--- src/rtl/fpu_round_pkg.sv ---
// Shared FPU rounding constants: rounding-mode encodings and round-flag payload.
package fpu_round_pkg;

  localparam int unsigned RM_W      = 2;
  localparam int unsigned EXP_ADJ_W = 2;

  // Rounding modes shared by the multiplier and adder normalization paths.
  typedef enum logic [RM_W-1:0] {
    RM_RNE = 2'b00,
    RM_RTZ = 2'b01,
    RM_RUP = 2'b10,
    RM_RDN = 2'b11
  } rmode_e;

  // Bits shifted out below the kept significand.
  typedef struct packed {
    logic guard;
    logic sticky;
  } round_flags_t;

endpackage

--- src/rtl/round_incr.sv ---
// Round decision and increment of a SIG_W-bit significand; combinational.
module round_incr
  import fpu_round_pkg::*;
#(
  parameter int unsigned SIG_W = 53
) (
  input  logic [SIG_W-1:0] mant,
  input  round_flags_t     rf,
  input  logic             sign,
  input  rmode_e           rmode,
  output logic [SIG_W:0]   sum_c
);

  logic inc;

  // Increment decision per rounding mode, then the carry-extended sum.
  always_comb begin
    inc = 1'b0;
    unique case (rmode)
      RM_RNE: inc = rf.guard & (rf.sticky | mant[0]);
      RM_RTZ: inc = 1'b0;
      RM_RUP: inc = ~sign & (rf.guard | rf.sticky);
      RM_RDN: inc = sign & (rf.guard | rf.sticky);
      default: inc = 1'b0;
    endcase
    sum_c = {1'b0, mant} + (SIG_W+1)'(inc);
  end

endmodule

--- src/rtl/sgf_norm_round.sv ---
// Two-stage significand normalize (S1) and round (S2) after the multiplier.
module sgf_norm_round
  import fpu_round_pkg::*;
#(
  parameter int unsigned SW    = 54,
  parameter int unsigned SIG_W = 53
) (
  input  logic                 clk,
  input  logic                 rst,
  input  logic                 valid_i,
  output logic                 ready_o,
  input  logic [2*SW-1:0]      product_i,
  input  logic                 sign_i,
  input  logic [RM_W-1:0]      rmode_i,
  output logic                 valid_o,
  input  logic                 ready_i,
  output logic [SIG_W-1:0]     sgf_o,
  output logic [EXP_ADJ_W-1:0] exp_adj_o,
  output logic                 inexact_o
);

  localparam int unsigned PW = 2 * SIG_W;

  logic [PW-1:0]    prod;
  logic             n_c;
  logic [SIG_W-1:0] mant_c;
  round_flags_t     rf_c;

  logic             v1;
  logic             n1;
  logic [SIG_W-1:0] mant1;
  round_flags_t     rf1;
  logic             sign1;
  rmode_e           rmode1;

  logic             v2;
  logic             ready2;
  logic [SIG_W:0]   sum_c;
  logic [SIG_W-1:0] sgf_c;
  logic [EXP_ADJ_W-1:0] exp_adj_c;

  assign prod = product_i[PW-1:0];

  // Upper product bits are zero by contract when SW > SIG_W.
  if (SW > SIG_W) begin : g_hi
    logic unused_hi;
    assign unused_hi = |product_i[2*SW-1:PW];
  end

  // Elastic handshake: each stage frees up when empty or when its successor moves.
  assign ready2  = ~v2 | ready_i;
  assign ready_o = ~v1 | ready2;
  assign valid_o = v2;

  // Normalize: pick the kept window by the product MSB and collect round bits.
  always_comb begin
    n_c       = prod[PW-1];
    mant_c    = prod[PW-2:SIG_W-1];
    rf_c      = '0;
    rf_c.guard  = prod[SIG_W-2];
    rf_c.sticky = |prod[SIG_W-3:0];
    if (n_c) begin
      mant_c      = prod[PW-1:SIG_W];
      rf_c.guard  = prod[SIG_W-1];
      rf_c.sticky = |prod[SIG_W-2:0];
    end
  end

  // S1 register: loads on accept, holds while S2 is stalled.
  always_ff @(posedge clk or negedge rst) begin
    if (!rst) begin
      v1     <= 1'b0;
      n1     <= 1'b0;
      mant1  <= '0;
      rf1    <= '0;
      sign1  <= 1'b0;
      rmode1 <= RM_RNE;
    end else if (ready_o) begin
      v1 <= valid_i;
      if (valid_i) begin
        n1     <= n_c;
        mant1  <= mant_c;
        rf1    <= rf_c;
        sign1  <= sign_i;
        rmode1 <= rmode_e'(rmode_i);
      end
    end
  end

  round_incr #(
    .SIG_W (SIG_W)
  ) u_round_incr (
    .mant  (mant1),
    .rf    (rf1),
    .sign  (sign1),
    .rmode (rmode1),
    .sum_c (sum_c)
  );

  // Rounding carry renormalizes to 1.000... and bumps the exponent once more.
  always_comb begin
    sgf_c     = sum_c[SIG_W-1:0];
    exp_adj_c = EXP_ADJ_W'(n1);
    if (sum_c[SIG_W]) begin
      sgf_c     = {1'b1, {(SIG_W-1){1'b0}}};
      exp_adj_c = EXP_ADJ_W'(n1) + EXP_ADJ_W'(1);
    end
  end

  // S2 register: output stage, holds stable while downstream stalls.
  always_ff @(posedge clk or negedge rst) begin
    if (!rst) begin
      v2        <= 1'b0;
      sgf_o     <= '0;
      exp_adj_o <= '0;
      inexact_o <= 1'b0;
    end else if (ready2) begin
      v2 <= v1;
      if (v1) begin
        sgf_o     <= sgf_c;
        exp_adj_o <= exp_adj_c;
        inexact_o <= rf1.guard | rf1.sticky;
      end
    end
  end

endmodule

--- config.mk ---
export PLATFORM = sky130hd
export DESIGN_NAME = sgf_norm_round
export DESIGN_NICKNAME = d
export VERILOG_FILES = /design/src/rtl/fpu_round_pkg.sv /design/src/rtl/round_incr.sv /design/src/rtl/sgf_norm_round.sv
export SDC_FILE = /design/constraint.sdc
export NUM_CORES = 1
export LEC_CHECK = 0
export ABC_AREA = 1
export CORE_ASPECT_RATIO = 1.5
export CORE_MARGIN = 8
export CORE_UTILIZATION = 50
export CTS_BUF_LIST = sky130_fd_sc_hd__clkbuf_4
export CTS_CLUSTER_DIAMETER = 100
export DETAILED_ROUTE_END_ITERATION = 10
export GPL_TIMING_DRIVEN = 0
export PLACE_DENSITY = 0.88
export SYNTH_ARGS = -nofsm -noshare
export SYNTH_HDL_FRONTEND = slang
export SYNTH_SLANG_ARGS = --single-unit
--- constraint.sdc ---
create_clock -name clk -period 5.3 [get_ports clk]
set_input_delay 1.06 -clock clk [delete_from_list [all_inputs] [get_ports clk]]
set_output_delay 1.06 -clock clk [all_outputs]
set_load 0.05 [all_outputs]
==> results_tabular.tex <==
\begin{tabular}{lr}
\hline
Metric & Value \\
\hline
\multicolumn{2}{l}{\textbf{Status}} \\
\quad Outcome & complete, no violations \\
\multicolumn{2}{l}{\textbf{CTS}} \\
\quad Total number of clock tree sinks & around 120 \\
\quad Number of hold-repair buffers added at the cts stage & 0 \\
\quad Clock Tree Root & clkbuf\_4 \\
\quad Maximum number of buffers from clock root to sink & 2 \\
\quad Htree depth & 4 \\
\quad Number of setup buffers added after CTS & 0 \\
\quad Clock tree from TritonCTS & yes \\
\quad Count of cells resized by post-cts repair & 0 \\
\quad TritonCTS buffer count & 17 \\
\quad Insertion delay to the later sink of the worst-skew pair & 540 ps \\
\quad Post-CTS clock slew at the launch and capture registers of the worst setup and hold paths & roughly 120 ps \\
\multicolumn{2}{l}{\textbf{Critical path}} \\
\quad Slowest stage delay, CP & approximately 820 ps \\
\quad Setup Crit Path Kind & in2out \\
\quad CP max FO & 3 \\
\quad Critical Path End Type & output port \\
\quad Arrival time at the worst endpoint & approximately 2500 ps \\
\quad R2R Setup Slk & approximately 2700 ps \\
\quad Worst path required time & 4240 ps \\
\quad Type of element launching the critical path & primary input \\
\quad Cell Chain, Critical Path & clkdlybuf4s50\_1 -> inv\_1 -> nand3\_1 -> clkdlybuf4s50\_1 \\
\quad Cell with the largest stage delay on the worst path & clkdlybuf4s50\_1 \\
\quad Cell repeated most along the worst path & clkdlybuf4s50\_1 \\
\multicolumn{2}{l}{\textbf{Detailed routing}} \\
\quad Total wire length & 23400 um \\
\quad Post-detailed-route wirelength per cell & between 15 and 20 um \\
\quad Detail Route Antenna Nets & 0 \\
\quad Number of vias in the routed layout & slightly above 7000 \\
\quad Pre-antenna DRT Iters & 7 \\
\quad Post-route DRC & 0 \\
\quad Ratio of routed vias to standard cells & 5.43 \\
\quad Violation count after the first detailed-route iteration & a little under 600 \\
\multicolumn{2}{l}{\textbf{Logic synthesis}} \\
\quad Sequential element share of the synthesized area & between 40\% and 50\% \\
\quad Cell type with the highest aggregate area in the netlist & dfrtp\_1 \\
\quad Count of flip-flops with a built-in enable after synthesis & 0 \\
\quad Commonest cells post-synth & nand2\_1 (310), dfrtp\_1 (117), nor2\_1 (111) \\
\quad Share of async-settable or async-resettable flops after synthesis & 100\% \\
\quad Yosys warnings & 0 \\
\quad Total nets after synthesis & between 1000 and 1500 \\
\quad Seq cells post-synth & about 120 \\
\quad Count of different cell masters after synthesis & 35 \\
\quad Top cell type's share of synthesized area & a little over two fifths \\
\quad Netlist area before placement & 6820 um2 \\
\quad Syn Area/Cell & approximately 7 um2 \\
\quad Synthesized instance count & 955 \\
\quad Ys flop type & dfrtp\_1 \\
\quad Count leader, synth & nand2\_1 \\
\quad Area contributors post-synth & dfrtp\_1 (43\%), nand2\_1 (17\%), nor2\_1 (6.1\%) \\
\multicolumn{2}{l}{\textbf{Timing}} \\
\quad Final worst hold slack & 492 ps \\
\quad Layout Skew & approximately 24 ps \\
\quad Number of hold violations in the final report & 0 \\
\quad Final number of setup-violating endpoints & 0 \\
\quad Post-route fraction of the period consumed by the critical path & roughly two thirds \\
\quad Sum Neg Setup Slack & 0 ps \\
\quad Minimum clock period & 3550 ps \\
\quad Max Freq & between 200 and 300 MHz \\
\quad Slew Limit Fails & 0 \\
\quad Slew at the pin closest to its max-slew limit & roughly 700 ps \\
\quad Slew Limit Headroom & 53.9\% \\
\quad Unrepaired setup endpoints after global routing & no \\
\multicolumn{2}{l}{\textbf{Placed design}} \\
\quad Cell area after placement & between 8000 and 9000 um2 \\
\quad HPWL after detailed placement & 19300 um \\
\quad Buffers on Ports & 169 \\
\quad Cell count after placement & $\sim$1300 \\
\quad Final Wtd Congestion & roughly 0.97 \\
\multicolumn{2}{l}{\textbf{Pwr}} \\
\quad IR drop worst, VDD & around 190 uV \\
\quad Power Dens Cells & 371 nW/um2 \\
\quad Overall power & about 3.3 mW \\
\quad Leakage component of the power & just over 4 nW \\
\multicolumn{2}{l}{\textbf{Layout}} \\
\quad Final cell area excluding filler cells & 9020 um2 \\
\quad Non-filler instance count after layout & 1320 \\
\quad Share of final-layout standard cells stronger than drive strength 1 & around 6.3\% \\
\quad Layout-stage area growth over the synthesis result & 32.3\% \\
\quad Filler instances & $\sim$1200 \\
\quad Net count, final & 1262 \\
\quad FF/Latch Area & 2930 um2 \\
\quad Area taken by multi-input logic gates & 3370 um2 \\
\multicolumn{2}{l}{\textbf{Global routing}} \\
\quad Via count of the first global-routing pass & 7332 \\
\quad Pin count of the biggest net entering global routing & 71 \\
\quad All-layer global routing usage & 26.4\% \\
\quad First-pass GRT wire length & between 30000 and 40000 um \\
\quad Number of antenna violations at the first check in global routing & 1 \\
\quad Sum of overflow across all layers after global routing & 0 \\
\multicolumn{2}{l}{\textbf{Floorplanning}} \\
\quad Core footprint & around 13000 um2 \\
\quad Die H & 159 um \\
\quad Die boundary width & 111 um \\
\quad Number of placed I/O pins & 173 \\
\quad Initial core utilization & approximately 51\% \\
\quad Number of placement rows & 52 \\
\quad Total Die Area & $\sim$18000 um2 \\
\multicolumn{2}{l}{\textbf{Job}} \\
\quad \# Max-Cap Violations & 0 \\
\multicolumn{2}{l}{\textbf{Worst hold path}} \\
\quad Kind of path behind the tightest hold check & reg2reg \\
\hline
\end{tabular}
-- kinds of logic after synthesis --
family	after synthesis	synth area share, %
AOI/OAI and AO/OA	141	11.9
DFF	117	42.9
buffers and inverters	136	7.67
xor gates and xnor gates	22	2.82
and+or+nand+nor	536	34.1
adders and majority gates	3	0.550
-- power breakdown --
group	switching, mW	total [mW]	internal, mW
clock network	0.376	0.658	0.281
logic	0.933	1.41	0.473
registers	0.181	1.28	1.10
-- path summary, 6_finish.rpt --
| check | cells after the start | end | startpoint |
|---|---|---|---|
| setup / recovery | 4 | ready_o | ready_i |
| hold / removal | 2 | sgf_o[19] | sgf_o[19] |
| setup reg to reg | 8 | sgf_o[15] | rmode1[0] |
| hold reg to reg | 2 | sgf_o[19] | sgf_o[19] |
| max in group asynchronous | 2 | mant1[51] | rst |
| min in group asynchronous | 1 | sgf_o[19] | rst |
-- cell usage in the layout (no fill, tap or decap), drive strengths merged --
cell type	count
clkinv	6
nor2	127
bufinv	2
ha	3
nand3b	4
buf	7
or2	10
nand3	42
xnor2	3
o21ai	92
nand2	317
clkbuf	47
nor3	4
a21oi	1
clkdlybuf4s50	168
and2	1
clkinvlp	4
o21bai	2
a31oi	10
nor4	6
o211ai	35
dfrtp	117
xor2	19
nand4	25
diode	1
inv	104
o41ai	1
-- stage by stage --
step                utilization, %  worst slack, ps
floorplan                        -             2720
global placement              65.0            -1150
detailed placement            65.2             1750
CTS                           67.3             1740
global route                  67.3             1680
finish                        67.3             1750
-- flip-flops by register name, summed over array words and instances (netlist names) --
name       cells
rf1            2
v1             1
sign1          1
valid_o        1
mant1         53
sgf_o         53
exp_adj_o      2
n1             1
inexact_o      1
rmode1         2
-- routing by layer --
layer	part of all wire [%]	track usage, %
met3	6.8	5.43
met2	51	46.5
met4	3.7	11.2
met1	39	30.2
met5	0	0
-- area by class of cell --
cell class,instances,area share (%)
buffer,35,1.59
clock inverter,15,1.69
tap,162,2.25
clock buffer,17,1.41
timing repair buffer,170,19.0
sequential,117,32.4
antenna,1,0.0277
inverter,101,4.20
multi-input combinational,702,37.4
-- critical path, delay by kind of cell --
| family | cells | cell delay (ps) |
|---|---|---|
| buffers and inverters | 3 | 1330 |
| AND/OR/NAND/NOR | 1 | 100 |
Power figures use the tool's default switching activity.
